==> src/rtl/scb_gen2.sv <==
// ============================================================================
//  Module      : scb_gen2
//  Description : In-order completion scoreboard. Up to two micro-ops per
//                cycle are inserted into a circular buffer of 2^W_ident
//                entries and tagged. Completion ports mark entries DONE by
//                tag, and the oldest entry retires once it is DONE (at most
//                one retire per cycle). A per-register busy vector reports
//                every destination register that still has a write in flight.
//
//  Ports       : clk, rst                 clock / async active-high reset
//                CDI_PC_v0/1, CDI_PD_uops0/1, CDI_PD_rd0/1
//                                         two-slot insert (slot 0 is older)
//                CDO_PC_ready             insert accepted this cycle
//                CDO_PC_tag0/1            tags assigned to slot 0 / slot 1
//                CDI_PC_done, CDI_PD_tag  N_CMP completion ports
//                CDO_PC_rtv, CDO_PC_rd, CDO_PC_selwb
//                                         registered retire outputs
//                CDO_PC_busy              pending-write vector per register
//                CFI_PC_clear             synchronous flush
//
//  Config      : `define SCB_BYPASS_EN lets a completion on the head entry
//                retire on the same edge that samples the completion.
//
//  Revision    : 1.0 - initial release
// ============================================================================
`default_nettype none

module scb_gen2 #(
  parameter int                   W_PA_REG    = 5,
  parameter int                   W_PD_UOPS   = 6,
  parameter int                   W_PC_SEL_WB = 2,
  parameter int                   W_ident     = 3,
  parameter int                   N_CMP       = 2,
  parameter logic [W_PD_UOPS-1:0] unused_op   = '1
) (
  input  logic                       clk,
  input  logic                       rst,
  input  logic                       CDI_PC_v0,
  input  logic                       CDI_PC_v1,
  input  logic [W_PD_UOPS-1:0]       CDI_PD_uops0,
  input  logic [W_PD_UOPS-1:0]       CDI_PD_uops1,
  input  logic [W_PA_REG-1:0]        CDI_PD_rd0,
  input  logic [W_PA_REG-1:0]        CDI_PD_rd1,
  output logic                       CDO_PC_ready,
  output logic [W_ident-1:0]         CDO_PC_tag0,
  output logic [W_ident-1:0]         CDO_PC_tag1,
  input  logic [N_CMP-1:0]           CDI_PC_done,
  input  logic [N_CMP*W_ident-1:0]   CDI_PD_tag,
  output logic                       CDO_PC_rtv,
  output logic [W_PA_REG-1:0]        CDO_PC_rd,
  output logic [W_PC_SEL_WB-1:0]     CDO_PC_selwb,
  output logic [(1<<W_PA_REG)-1:0]   CDO_PC_busy,
  input  logic                       CFI_PC_clear
);

  localparam int DEPTH = 1 << W_ident;
  localparam int NREG  = 1 << W_PA_REG;
  // Two free entries are required so a full pair can always be accepted.
  localparam logic [W_ident:0] INS_LIMIT = (W_ident+1)'(DEPTH - 2);

  typedef enum logic [1:0] {
    ENT_IDLE = 2'd0,
    ENT_PEND = 2'd1,
    ENT_DONE = 2'd2
  } ent_state_t;

  ent_state_t                 ent_state [DEPTH];
  logic [W_PA_REG-1:0]        ent_rd    [DEPTH];
  // Only the writeback-select slice of the micro-op is consumed downstream,
  // so that is the part of the uop kept per entry.
  logic [W_PC_SEL_WB-1:0]     ent_sel   [DEPTH];

  logic [W_ident-1:0]         head;
  logic [W_ident-1:0]         tail;
  logic [W_ident:0]           count;

  logic                       ins0;
  logic                       ins1;
  logic [1:0]                 ins_cnt;
  logic [W_ident-1:0]         tail_plus1;
  logic [W_ident-1:0]         slot1_idx;
  logic [DEPTH-1:0]           comp_hit;
  logic                       retire;
  logic [NREG-1:0]            busy_vec;

  // --------------------------------------------------------------------------
  // Insert decode
  // --------------------------------------------------------------------------
  assign CDO_PC_ready = (count <= INS_LIMIT);

  assign ins0 = CDI_PC_v0 && CDO_PC_ready && (CDI_PD_uops0 != unused_op);
  assign ins1 = CDI_PC_v1 && CDO_PC_ready && (CDI_PD_uops1 != unused_op);

  assign ins_cnt    = {1'b0, ins0} + {1'b0, ins1};
  assign tail_plus1 = tail + W_ident'(1);
  // Slot 1 lands right after slot 0 only if slot 0 actually took an entry.
  assign slot1_idx  = ins0 ? tail_plus1 : tail;

  assign CDO_PC_tag0 = tail;
  assign CDO_PC_tag1 = slot1_idx;

  // --------------------------------------------------------------------------
  // Completion decode: OR across ports so duplicate tags act only once.
  // --------------------------------------------------------------------------
  always_comb begin
    comp_hit = '0;
    for (int e = 0; e < DEPTH; e++) begin
      for (int p = 0; p < N_CMP; p++) begin
        if (CDI_PC_done[p] && (CDI_PD_tag[p*W_ident +: W_ident] == W_ident'(e))) begin
          comp_hit[e] = 1'b1;
        end
      end
    end
  end

  // --------------------------------------------------------------------------
  // Retire decision (head only, in order)
  // --------------------------------------------------------------------------
`ifdef SCB_BYPASS_EN
  assign retire = (ent_state[head] == ENT_DONE) ||
                  ((ent_state[head] == ENT_PEND) && comp_hit[head]);
`else
  assign retire = (ent_state[head] == ENT_DONE);
`endif

  // --------------------------------------------------------------------------
  // Busy vector: every occupied entry flags its destination; r0 never busy.
  // --------------------------------------------------------------------------
  always_comb begin
    busy_vec = '0;
    for (int e = 0; e < DEPTH; e++) begin
      if (ent_state[e] != ENT_IDLE) begin
        busy_vec[ent_rd[e]] = 1'b1;
      end
    end
    busy_vec[0] = 1'b0;
  end

  assign CDO_PC_busy = busy_vec;

  // --------------------------------------------------------------------------
  // State update.
  // Retire targets the head and inserts target tail/tail+1; while inserting,
  // count <= DEPTH-2 so these indices never coincide. A completion on an
  // entry being inserted sees it IDLE and is dropped; the later insert
  // assignment sets it PEND. In bypass mode the retire assignment follows
  // the completion one, so the head ends IDLE.
  // --------------------------------------------------------------------------
  always_ff @(posedge clk or posedge rst) begin
    if (rst) begin
      for (int e = 0; e < DEPTH; e++) begin
        ent_state[e] <= ENT_IDLE;
        ent_rd[e]    <= '0;
        ent_sel[e]   <= '0;
      end
      head         <= '0;
      tail         <= '0;
      count        <= '0;
      CDO_PC_rtv   <= 1'b0;
      CDO_PC_rd    <= '0;
      CDO_PC_selwb <= '0;
    end else if (CFI_PC_clear) begin
      // Flush wins over everything else this cycle; rd/selwb hold.
      for (int e = 0; e < DEPTH; e++) begin
        ent_state[e] <= ENT_IDLE;
      end
      head       <= '0;
      tail       <= '0;
      count      <= '0;
      CDO_PC_rtv <= 1'b0;
    end else begin
      for (int e = 0; e < DEPTH; e++) begin
        if (comp_hit[e] && (ent_state[e] == ENT_PEND)) begin
          ent_state[e] <= ENT_DONE;
        end
      end

      if (retire) begin
        ent_state[head] <= ENT_IDLE;
        head            <= head + W_ident'(1);
        CDO_PC_rtv      <= 1'b1;
        CDO_PC_rd       <= ent_rd[head];
        CDO_PC_selwb    <= (ent_rd[head] == '0) ? '0 : ent_sel[head];
      end else begin
        CDO_PC_rtv <= 1'b0;
      end

      if (ins0) begin
        ent_state[tail] <= ENT_PEND;
        ent_rd[tail]    <= CDI_PD_rd0;
        ent_sel[tail]   <= CDI_PD_uops0[W_PC_SEL_WB-1:0];
      end
      if (ins1) begin
        ent_state[slot1_idx] <= ENT_PEND;
        ent_rd[slot1_idx]    <= CDI_PD_rd1;
        ent_sel[slot1_idx]   <= CDI_PD_uops1[W_PC_SEL_WB-1:0];
      end

      tail  <= tail + W_ident'(ins_cnt);
      count <= count + (W_ident+1)'(ins_cnt) - (W_ident+1)'(retire);
    end
  end

endmodule

`default_nettype wire

==> config.mk <==
export PLATFORM = sky130hd
export DESIGN_NAME = scb_gen2
export DESIGN_NICKNAME = d
export VERILOG_FILES = /design/src/rtl/scb_gen2.sv
export SDC_FILE = /design/constraint.sdc
export NUM_CORES = 1
export LEC_CHECK = 0
export ABC_CLOCK_PERIOD_IN_PS = 4150
export BUFFER_PORTS_ARGS = -buffer_cell sky130_fd_sc_hd__buf_4
export CAP_MARGIN = 20
export CORE_MARGIN = 5
export CORE_UTILIZATION = 45
export DETAILED_ROUTE_END_ITERATION = 10
export GPL_ROUTABILITY_DRIVEN = 0
export RECOVER_POWER = 50
export SETUP_SLACK_MARGIN = 0.3
export SKIP_CTS_REPAIR_TIMING = 1
export SYNTH_ARGS = -nofsm -noshare
export SYNTH_HDL_FRONTEND = slang
export SYNTH_SLANG_ARGS = --single-unit
export TNS_END_PERCENT = 30
==> constraint.sdc <==
create_clock -name clk -period 4.15 [get_ports clk]
set_clock_uncertainty 0.2 [all_clocks]
set_input_delay 0.83 -clock clk [delete_from_list [all_inputs] [get_ports clk]]
set_output_delay 0.83 -clock clk [all_outputs]
set_load 0.02 [all_outputs]
==> impl_metrics.tcl <==
set metrics [dict create \
    failed_checks "capacitance limit, slew limit" \
    rsz0062_at_grt "no" \
    clock_power_share_pct 15.9 \
    holdCritPathClass "flip-flop to flip-flop" \
    setup-violations-final 0 \
    finish.net_count 1077 \
    synth_area_leaders "dfrtp_1 (28%), a22oi_1 (6.2%), nor2_1 (4.6%)" \
    yosysMostFrequentCell "nor2_1" \
    cp-end-kind "output port" \
    crit_fanout 18 \
    ir_worst_vdd_mv 0.454 \
    antenna_left 0 \
    dp_hpwl_um 23500 \
    placed_cells 1244 \
    syn_inst 986 \
    core_um2 17400 \
    rows 48 \
    startpoint_type "flip-flop" \
    drc 0 \
    leakage_nw 3.48 \
    relSlewSlack_pct -20.3 \
    setup_tns_ns 0 \
    p_comb_share_pct 45.1 \
    chipWidth_um 144 \
    required_ns 3.12 \
    fmax_ghz 0.260 \
    p_sw_share_pct 50.8 \
    synth_area_um2 8030 \
    cts-root-buf "clkbuf_16" \
    ys_seq_elements 90 \
    clk_pin_slew_ns 0.07 \
    grt_pass1_vias 8626 \
    n_antenna_cell 0 \
    yosysUniqueCellTypes 79 \
    cts_tree "done" \
    synth_flop_cell "dfrtp_1" \
    min_to "CDO_PC_rd[4]" \
    min_path_cells 1 \
    report.final.slew_viol_count 39 \
    wire_per_inst_um 26.1 \
    worstReg2RegStart "count[3]" \
    synth_area_per_cell_um2 8.14 \
    initial_core_util_pct 46.1 \
    reg2reg_to "ent_rd[18]" \
    arrival_ns 2.81 \
    vias_per_cell 7.16 \
    ioPinCount 82 \
    yosysWarnings 0 \
    p_sw_mw 2.64 \
    tightest_slew_ns 1.79 \
    drt-pass1-iter-count 7 \
    drive_above_1_share_pct 16.8 \
    synthArstFlopShare_pct 100 \
    regToRegSetupSlack_ns 0.62 \
    via_count 9025 \
    grt_first_pass_wirelength_um 50900 \
    die-area_um2 20600 \
    yosysTopAreaCellShare_pct 28.1 \
    synthTopCellsByCount "nor2_1 (98), dfrtp_1 (90), nand2_1 (74)" \
    p_int_mw 2.56 \
    worst_r2r_path_depth 9 \
    ys_seq_area_share_pct 28.1 \
    layout_min_cycle_time_ns 3.84 \
    synth_top_cell_by_area "dfrtp_1" \
    cts_inserted_buffers 9 \
    drtIter0Drc 1264 \
    track_usage_pct 32.0 \
    port-buffer-count 80 \
    routed_wl_um 32900 \
    clkLatencyLatePin_ns 0.36 \
    drv_cap 1 \
    synth-edff-count 0 \
    hold_viol_final 0 \
    syn_nets 1033 \
    period_share_pct 92.6 \
    grt.overflow.total 0 \
    outcome "complete, but fails checks" \
    power_density_nw_per_um2 577 \
    fin_cells 1260 \
    h-tree-depth 3 \
    clk_path_buf_depth 2 \
    antenna_found_initial 0 \
    grt_max_degree 55 \
    die_h_um 144 \
    seq_power_share_pct 39.0 \
    area_growth_pct 12.4 \
    cts.sinks 90 \
    hp-start "CDO_PC_rd[4]" \
    crit_type "flip-flop to output port" \
]
==> sequential cells by signal, summed over array words and instances (netlist names) <==
register / cells
count: 4
head: 3
CDO_PC_rtv: 1
CDO_PC_tag0: 3
CDO_PC_selwb: 2
ent_rd: 40
ent_sel: 16
CDO_PC_rd: 5
ent_state: 16
==> area by class of cell <==
cell class / count / area (µm²)
Timing Repair Buffer: 113 / 793
Clock buffer: 10 / 229
Sequential cell: 90 / 2250
Clock inverter: 6 / 55.1
Multi-Input combinational cell: 780 / 5280
Fill cell: 1766 / 8390
Tap cell: 225 / 282
Inverter: 36 / 136
==> per-stage QoR <==
step,worst slack (ns),hold WS [ns],total power [mW],cell area [µm²],utilization [%]
after floorplan,0.785,0.303,3.40,8030,-
after global placement,0.814,0.297,4.29,8810,50.6
after detailed placement,0.764,0.298,4.32,8810,50.6
after CTS,0.567,0.313,5.14,9090,52.2
after global routing,0.216,0.316,5.48,9020,51.8
final,0.308,0.311,5.21,9020,51.8
==> kinds of logic after synthesis <==
| logic type | after synthesis | share of synthesized area (%) |
|---|---|---|
| multiplexers | 25 | 4.63 |
| AND/OR/NAND/NOR | 421 | 29.0 |
| adder cells (fa/ha/maj) | 12 | 2.06 |
| buffers and inverters | 116 | 6.20 |
| XOR/XNOR | 5 | 0.639 |
| AO/OA/AOI/OAI | 316 | 29.4 |
| flip-flops | 90 | 28.1 |
| other | 1 | 0.0467 |
==> metal layers <==
layer  GRT usage [%]  part of all wire (%)  vias up
met4            13.0                   4.2        0
met1            45.2                    41     4306
met5               0                     0        -
met2            47.6                    44      646
met3            7.19                    11      119
li1                -                     -     3954
==> worst max path at each step <==
stage               depth (start not counted)            start  slack [ns]        endpoint
floorplan                                   1              rst        0.78    CDO_PC_rd[0]
global placement                            6  CDI_PD_uops0[0]        0.81  CDO_PC_tag1[2]
detailed placement                         12  CDI_PD_uops0[0]        0.76        count[2]
CTS                                         7         count[3]        0.57  CDO_PC_tag1[2]
global route                                7         count[3]        0.22  CDO_PC_tag1[2]
finish                                      7         count[3]        0.31  CDO_PC_tag1[2]
==> worst max-delay path, stage by stage, from the launching register on <==
cell and delay (ns):
dfrtp_1 0.39, inv_1 0.06, ha_1 0.22, a21boi_0 0.57, a2111oi_4 0.11, xnor2_2 0.74, inv_2 0.16, buf_4 0.21
==> cell usage in the layout (no fill, tap or decap), types with 11 or more instances in the layout <==
master,netlist,routed
a22oi_1,66,66
nand2_1,74,74
nor3_1,26,26
nor2_1,98,98
nand4_1,47,47
inv_1,33,32
or4_1,16,16
and2_1,19,19
nor3b_1,19,19
o21ai_0,13,14
a21oi_1,47,48
dfrtp_1,90,90
o211ai_1,13,13
nand3_1,19,19
or3b_2,13,13
o311a_1,28,28
nand2b_1,11,11
o22ai_1,55,55
or2_2,15,15
o32ai_1,34,34
buf_4,8,97
and3b_1,14,14
clkbuf_1,48,15
==> power groups by stage <==
| stage | logic, mW | registers (mW) | clock network, mW |
|---|---|---|---|
| 2_1_floorplan | 1.92 | 1.47 | 0 |
| 3_3_place_gp | 2.31 | 1.98 | 0 |
| 3_5_place_dp | 2.34 | 1.98 | 0 |
| 4_1_cts | 2.34 | 1.97 | 0.831 |
| 5_1_grt | 2.55 | 2.06 | 0.874 |
| 6_report | 2.35 | 2.03 | 0.828 |
Power figures use the tool's default switching activity.
